## src/rtl/sdt_pkg.sv

```systemverilog
`default_nettype none
// ============================================================================
//  Module      : sdt_pkg
//  Description : Shared types and constants for the SDT memory slave.
//  Revision    : 1.0  initial release
// ============================================================================
package sdt_pkg;

  // Slave transfer phases.
  typedef enum logic [1:0] {
    IDLE = 2'd0,
    WAIT = 2'd1,
    ACK  = 2'd2
  } sdt_state_e;

  // Operation latched from the request pins.
  typedef enum logic [1:0] {
    SDT_RD  = 2'd0,
    SDT_WR  = 2'd1,
    SDT_BAD = 2'd2
  } sdt_op_e;

  // Largest supported WAIT_STATES value.
  localparam int SDT_MAX_WAIT = 15;

  // Both strobes high at once is a protocol violation.
  function automatic sdt_op_e sdt_decode_op(input logic i_rd, input logic i_wr);
    sdt_op_e w_op;
    if (i_rd && i_wr)   w_op = SDT_BAD;
    else if (i_wr)      w_op = SDT_WR;
    else                w_op = SDT_RD;
    return w_op;
  endfunction

endpackage
`default_nettype wire

```

## src/rtl/sdt_regfile.sv

```systemverilog
`default_nettype none
// ============================================================================
//  Module      : sdt_regfile
//  Description : DEPTH x DATA_WIDTH register file, synchronous write,
//                asynchronous clear, combinational read.
//  Revision    : 1.0  initial release
// ============================================================================
module sdt_regfile
  import sdt_pkg::*;
#(
  parameter int DEPTH      = 256,
  parameter int DATA_WIDTH = 8,
  parameter int IDX_WIDTH  = 8
) (
  input  logic                  clk,
  input  logic                  rst,
  input  logic                  i_we,
  input  logic [IDX_WIDTH-1:0]  i_waddr,
  input  logic [DATA_WIDTH-1:0] i_wdata,
  input  logic [IDX_WIDTH-1:0]  i_raddr,
  output logic [DATA_WIDTH-1:0] o_rdata
);

  logic [DATA_WIDTH-1:0] r_mem [DEPTH];

  // Storage: whole array cleared by reset, one word written per enabled edge.
  always_ff @(posedge clk or posedge rst) begin
    if (rst) begin
      for (int i = 0; i < DEPTH; i++) begin
        r_mem[i] <= '0;
      end
    end else if (i_we) begin
      r_mem[i_waddr] <= i_wdata;
    end
  end

  assign o_rdata = r_mem[i_raddr];

endmodule
`default_nettype wire

```

## src/rtl/sdt_mem_slave.sv

```systemverilog
`default_nettype none
// ============================================================================
//  Module      : sdt_mem_slave
//  Description : SDT slave endpoint with internal memory, programmable wait
//                states and error response for bad/out-of-range requests.
//  Revision    : 1.0  initial release
// ============================================================================
module sdt_mem_slave
  import sdt_pkg::*;
#(
  parameter int ADDR_WIDTH  = 8,
  parameter int DATA_WIDTH  = 8,
  parameter int DEPTH       = 256,
  parameter int WAIT_STATES = 0
) (
  input  logic                  clk,
  input  logic                  rst,
  input  logic                  rd,
  input  logic                  wr,
  input  logic [ADDR_WIDTH-1:0] addr,
  input  logic [DATA_WIDTH-1:0] wr_data,
  output logic [DATA_WIDTH-1:0] rd_data,
  output logic                  ack,
  output logic                  err
);

  localparam int c_CNT_WIDTH = (WAIT_STATES > 0) ? $clog2(WAIT_STATES + 1) : 1;
  localparam int c_IDX_WIDTH = (DEPTH > 1) ? $clog2(DEPTH) : 1;
  localparam logic [c_CNT_WIDTH-1:0] c_CNT_LOAD  = c_CNT_WIDTH'(WAIT_STATES);
  localparam logic [ADDR_WIDTH:0]    c_DEPTH_EXT = (ADDR_WIDTH + 1)'(DEPTH);

  generate
    if (DEPTH < 1 || DEPTH > (2 ** ADDR_WIDTH)) begin : g_bad_depth
      $fatal(1, "sdt_mem_slave: DEPTH must be in 1..2**ADDR_WIDTH");
    end
    if (WAIT_STATES < 0 || WAIT_STATES > SDT_MAX_WAIT) begin : g_bad_wait
      $fatal(1, "sdt_mem_slave: WAIT_STATES must be in 0..15");
    end
  endgenerate

  sdt_state_e             r_state, w_state_nxt;
  logic [c_CNT_WIDTH-1:0] r_cnt,   w_cnt_nxt;
  sdt_op_e                r_op;
  logic [ADDR_WIDTH-1:0]  r_addr;
  logic [DATA_WIDTH-1:0]  r_wdata;
  logic [DATA_WIDTH-1:0]  r_rd_data, w_rd_data_nxt;
  logic                   r_ack,   w_ack_nxt;
  logic                   r_err,   w_err_nxt;
  logic                   w_latch;
  logic                   w_we;
  logic                   w_in_range;
  logic [DATA_WIDTH-1:0]  w_mem_rdata;

  assign w_in_range = ({1'b0, r_addr} < c_DEPTH_EXT);

  sdt_regfile #(
    .DEPTH      (DEPTH),
    .DATA_WIDTH (DATA_WIDTH),
    .IDX_WIDTH  (c_IDX_WIDTH)
  ) u_regfile (
    .clk     (clk),
    .rst     (rst),
    .i_we    (w_we),
    .i_waddr (r_addr[c_IDX_WIDTH-1:0]),
    .i_wdata (r_wdata),
    .i_raddr (r_addr[c_IDX_WIDTH-1:0]),
    .o_rdata (w_mem_rdata)
  );

  // State, counter, request latch and registered outputs.
  always_ff @(posedge clk or posedge rst) begin
    if (rst) begin
      r_state   <= IDLE;
      r_cnt     <= '0;
      r_op      <= SDT_RD;
      r_addr    <= '0;
      r_wdata   <= '0;
      r_rd_data <= '0;
      r_ack     <= 1'b0;
      r_err     <= 1'b0;
    end else begin
      r_state   <= w_state_nxt;
      r_cnt     <= w_cnt_nxt;
      r_rd_data <= w_rd_data_nxt;
      r_ack     <= w_ack_nxt;
      r_err     <= w_err_nxt;
      if (w_latch) begin
        r_op    <= sdt_decode_op(rd, wr);
        r_addr  <= addr;
        r_wdata <= wr_data;
      end
    end
  end

  // Next state and ACK-entry actions. Every request spends at least one cycle
  // in WAIT; loading the counter with WAIT_STATES puts ack WAIT_STATES+1 edges
  // after the sampling edge and keeps the ACK cycle from re-sampling a held request.
  always_comb begin
    w_state_nxt   = r_state;
    w_cnt_nxt     = r_cnt;
    w_latch       = 1'b0;
    w_ack_nxt     = 1'b0;
    w_err_nxt     = 1'b0;
    w_rd_data_nxt = r_rd_data;
    w_we          = 1'b0;
    case (r_state)
      IDLE: begin
        if (rd || wr) begin
          w_latch     = 1'b1;
          w_state_nxt = WAIT;
          w_cnt_nxt   = c_CNT_LOAD;
        end
      end
      WAIT: begin
        if (r_cnt == '0) begin
          w_state_nxt = ACK;
          w_ack_nxt   = 1'b1;
          case (r_op)
            SDT_RD: begin
              if (w_in_range) begin
                w_rd_data_nxt = w_mem_rdata;
              end else begin
                w_rd_data_nxt = '0;
                w_err_nxt     = 1'b1;
              end
            end
            SDT_WR: begin
              if (w_in_range) w_we = 1'b1;
              else            w_err_nxt = 1'b1;
            end
            default: w_err_nxt = 1'b1;
          endcase
        end else begin
          w_cnt_nxt = r_cnt - 1'b1;
        end
      end
      ACK:     w_state_nxt = IDLE;
      default: w_state_nxt = IDLE;
    endcase
  end

  assign rd_data = r_rd_data;
  assign ack     = r_ack;
  assign err     = r_err;

endmodule
`default_nettype wire

```

## config.mk

```make
export PLATFORM = sky130hd
export DESIGN_NAME = sdt_mem_slave
export DESIGN_NICKNAME = d
export VERILOG_FILES = /design/src/rtl/sdt_pkg.sv /design/src/rtl/sdt_regfile.sv /design/src/rtl/sdt_mem_slave.sv
export SDC_FILE = /design/constraint.sdc
export NUM_CORES = 2
export LEC_CHECK = 0
export CAP_MARGIN = 15
export CORE_MARGIN = 10
export CORE_UTILIZATION = 45
export DETAILED_ROUTE_END_ITERATION = 7
export GPL_ROUTABILITY_DRIVEN = 0
export SLEW_MARGIN = 20
export SYNTH_ARGS = -nofsm -noshare
export SYNTH_HDL_FRONTEND = slang
export SYNTH_SLANG_ARGS = --single-unit
```

## constraint.sdc

```tcl
create_clock -name clk -period 181.2 [get_ports clk]
set_clock_uncertainty 0.2 [all_clocks]
set_input_delay 36.24 -clock clk [delete_from_list [all_inputs] [get_ports clk]]
set_output_delay 36.24 -clock clk [all_outputs]
set_load 0.01 [all_outputs]
```

==> summary by stage <==
Clocking
The maximum count of clock buffers along a single path is 3. In this run, post-CTS hold repair placed 0 buffers. The total clock sinks is 2078.

The H-tree generated during clock tree synthesis spans 4 levels. TritonCTS created 218 clock buffers. TritonCTS built the clock tree.

After clock tree synthesis, the setup repair step added 0 buffers. Clock-pin slew was measured on the worst setup and hold paths at 0.06 ns. The post-cts gate resize count is 0.

The root buffer cell chosen for the clock tree is clkbuf_16. The later-pin clock latency in the skew report is 0.88 ns.

Timing
The slew at the pin closest to its max-slew limit is 1.30 ns. The number of pins exceeding their max-slew limit in the final report is 0. Derived from the worst setup path, the maximum achievable clock frequency is 24.5 MHz. The setup TNS is 0 ns. The number of setup violations in the final report is 0.

Setup repair after global routing left no endpoint under its margin. Subtracting the final worst setup slack from the clock period gives 40.75 ns. After layout, the worst path uses 22.5% of the clock period.

The final worst hold slack is 0.284 ns. The final critical-path setup slack is 140.45 ns. The hold violation total from the final report came to 0.

In this run the tightest slew margin relative to its limit is 11.1%.

Finish
The top cell types in the final layout, fill and taps aside, are mux2_2 (2066), dfrtp_1 (2064), mux4_2 (444). Compared with the post-synthesis result, the final layout area differs by 10.7%. Leaving out fill and tap cells, the most frequent cell in the layout is mux2_2. Counting the fill cells in the layout gives 17700. The final layout contains 6084 nets.

In the final layout, the share of cells above drive strength 1 is 50.7%.

Global routing
The via count of the first global-routing pass is 57000. The total congestion overflow after global routing is 0. Global routing used 23.5% of the available tracks across all layers. The global-route wire length before repair is 407 mm. The initial antenna violation count was 17. The maximum number of pins on one net before global-route repair is 200.

Status
The run finished with clean final reports.

Critical path
For this run, the slowest stage of the critical path takes 0.82 ns. The worst setup path is launched from an input port. Walking the worst path, the cells encountered are clkdlybuf4s50_1 -> inv_8 -> buf_4 -> buf_4 -> buf_4 -> buf_4 -> buf_4.

The combined buffer and inverter count along the critical path is 7. The most frequent cell on the critical path is buf_4. The maximum fanout along the worst path is 97.

The worst setup path is captured at an asynchronous set/reset pin. The classification of the worst setup path is input port to asynchronous set/reset pin. The category of cells accounting for the largest share of critical-path delay is buffers and inverters. The critical path required time is 181.77 ns. For the worst setup path, the data arrival time is 41.33 ns. The master of the slowest instance on the critical path is buf_4.

Drt
The iteration-0 DRC count of the detailed router is 4464. The DRC violation count after routing is 0. The total length of routed wires is 275 mm. The via count is 55100. The via-per-instance ratio is 6.08.

The number of detailed-routing iterations run before antenna repair is 7. The count of antenna-violating nets left after detailed routing is 0. Dividing the detail-routed wire length by the instance count gives 30.3 um.

Power
The power per cell area is 13.6 mW/mm^2. The peak ir drop on the vdd network is 0.0000164 V. In this run the static leakage power is 51.0 nW.

Yosys
The synthesized netlist occupies a cell area of 0.0956 mm^2. The synthesized netlist cell count is 6156. Yosys printed 0 warnings. A synthesized cell averages 15.5 um^2. The number of nets handed over by synthesis was 6176. Of all flip-flops after synthesis, the portion carrying an async set or reset was 100%.

Sequential cells were found to cover 54.4% of the synthesized design area. The flip-flop cell with the highest count after synthesis is dfrtp_1. After synthesis the netlist holds a flip-flop and latch count of 2078. The number of distinct library cells after synthesis is 67. In this run, synthesis inferred 0 flip-flops with an integrated enable.

Floorplan
The number of top-level pins is 30. The starting utilization of the core area is 45.2%. The height of the chip is 481 um.

The area of the core is 0.212 mm^2. The full die area is 0.231 mm^2. The die is 481 um wide. The initialized floorplan defines 169 standard-cell rows.

Placed design
Summed over all nets, the half-perimeter wirelength after detailed placement is 171 mm. Buffers placed on the I/O ports in this run total 29. The setup slack at placement is 139.22 ns.

Flow run
Across the run, the number of max-cap violations was 0.

Min path
The kind of path behind the tightest hold check is flip-flop to flip-flop.
[stage by stage]
step | util (%) | power [mW] | instance area (um^2) | instances
6_report | 50.0 | 1.44 | 106000 | 9069
5_1_grt | 50.0 | 1.50 | 106000 | 9066
4_1_cts | 50.0 | 1.45 | 106000 | 9062
3_5_place_dp | 46.5 | 0.990 | 98300 | 8662
3_3_place_gp | 46.4 | 0.983 | 98300 | 8660
2_1_floorplan | - | 0.824 | 95600 | 6156
[sequential cells by signal, indices dropped and copies added, names as in the netlist]
register and count:
ack 1, err 1, r_op 2, r_state 2, r_addr 8, u_regfile.r_mem 2048, r_wdata 8, rd_data 8
[synth_stat cells (49+ instances only)]
cell | instances | area, um^2
buf_2 | 64 | 320
buf_6 | 58 | 653
clkbuf_1 | 273 | 1020
dfrtp_1 | 2078 | 52000
mux2_2 | 2066 | 23300
mux2i_1 | 185 | 1850
mux4_2 | 444 | 10000
nand2_1 | 222 | 833
nor2_1 | 67 | 251
nor2_4 | 49 | 552
o22ai_1 | 66 | 413
[where the power goes]
group	internal [mW]	switching (mW)
registers	0.505	0.0463
logic	0.137	0.293
clock network	0.271	0.191
total	0.914	0.531
[worst paths after layout]
path	depth (start not counted)	slack [ns]	endpoint	from
hold / removal	1	0.28	u_regfile.r_mem[1406]	u_regfile.r_mem[1406]
setup / recovery	7	140.45	r_wdata[0]	rst
max in group clk	1	142.96	rd_data[6]	rd_data[6]
setup reg to reg	11	174.41	rd_data[2]	r_addr[1]
min in group asynchronous	2	35.66	u_regfile.r_mem[686]	rst
hold reg to reg	1	0.28	u_regfile.r_mem[1406]	u_regfile.r_mem[1406]
[layout make-up]
type / instances / area (um^2) / area share [%]
Sequential cell: 2078 / 52000 / 49.2
Clock inverter: 74 / 975 / 0.921
Timing Repair Buffer: 163 / 1580 / 1.49
Clock buffer: 326 / 6450 / 6.10
Tap cell: 2821 / 3530 / 3.33
Multi-Input combinational cell: 3596 / 41200 / 39.0
Antenna cell: 4 / 10.0 / 0.00946
Inverter: 7 / 38.8 / 0.0366
[layer usage]
| layer | part of all wire [%] | vias up | track usage [%] |
|---|---|---|---|
| met1 | 45 | 30400 | 33.3 |
| li1 | - | 22900 | - |
| met3 | 5.3 | 449 | 4.13 |
| met5 | 0.011 | - | 0 |
| met2 | 46 | 1380 | 36.4 |
| met4 | 3.8 | 6 | 8.60 |
[kinds of logic after synthesis]
family	count (synthesis)	share of synthesized area (%)
AO/OA/AOI/OAI	299	2.20
multiplexers	2744	37.5
flip-flops	2078	54.4
buffers and inverters	482	2.69
AND/OR/NAND/NOR	553	3.23
Note: power is estimated with default switching activity, not from simulation.
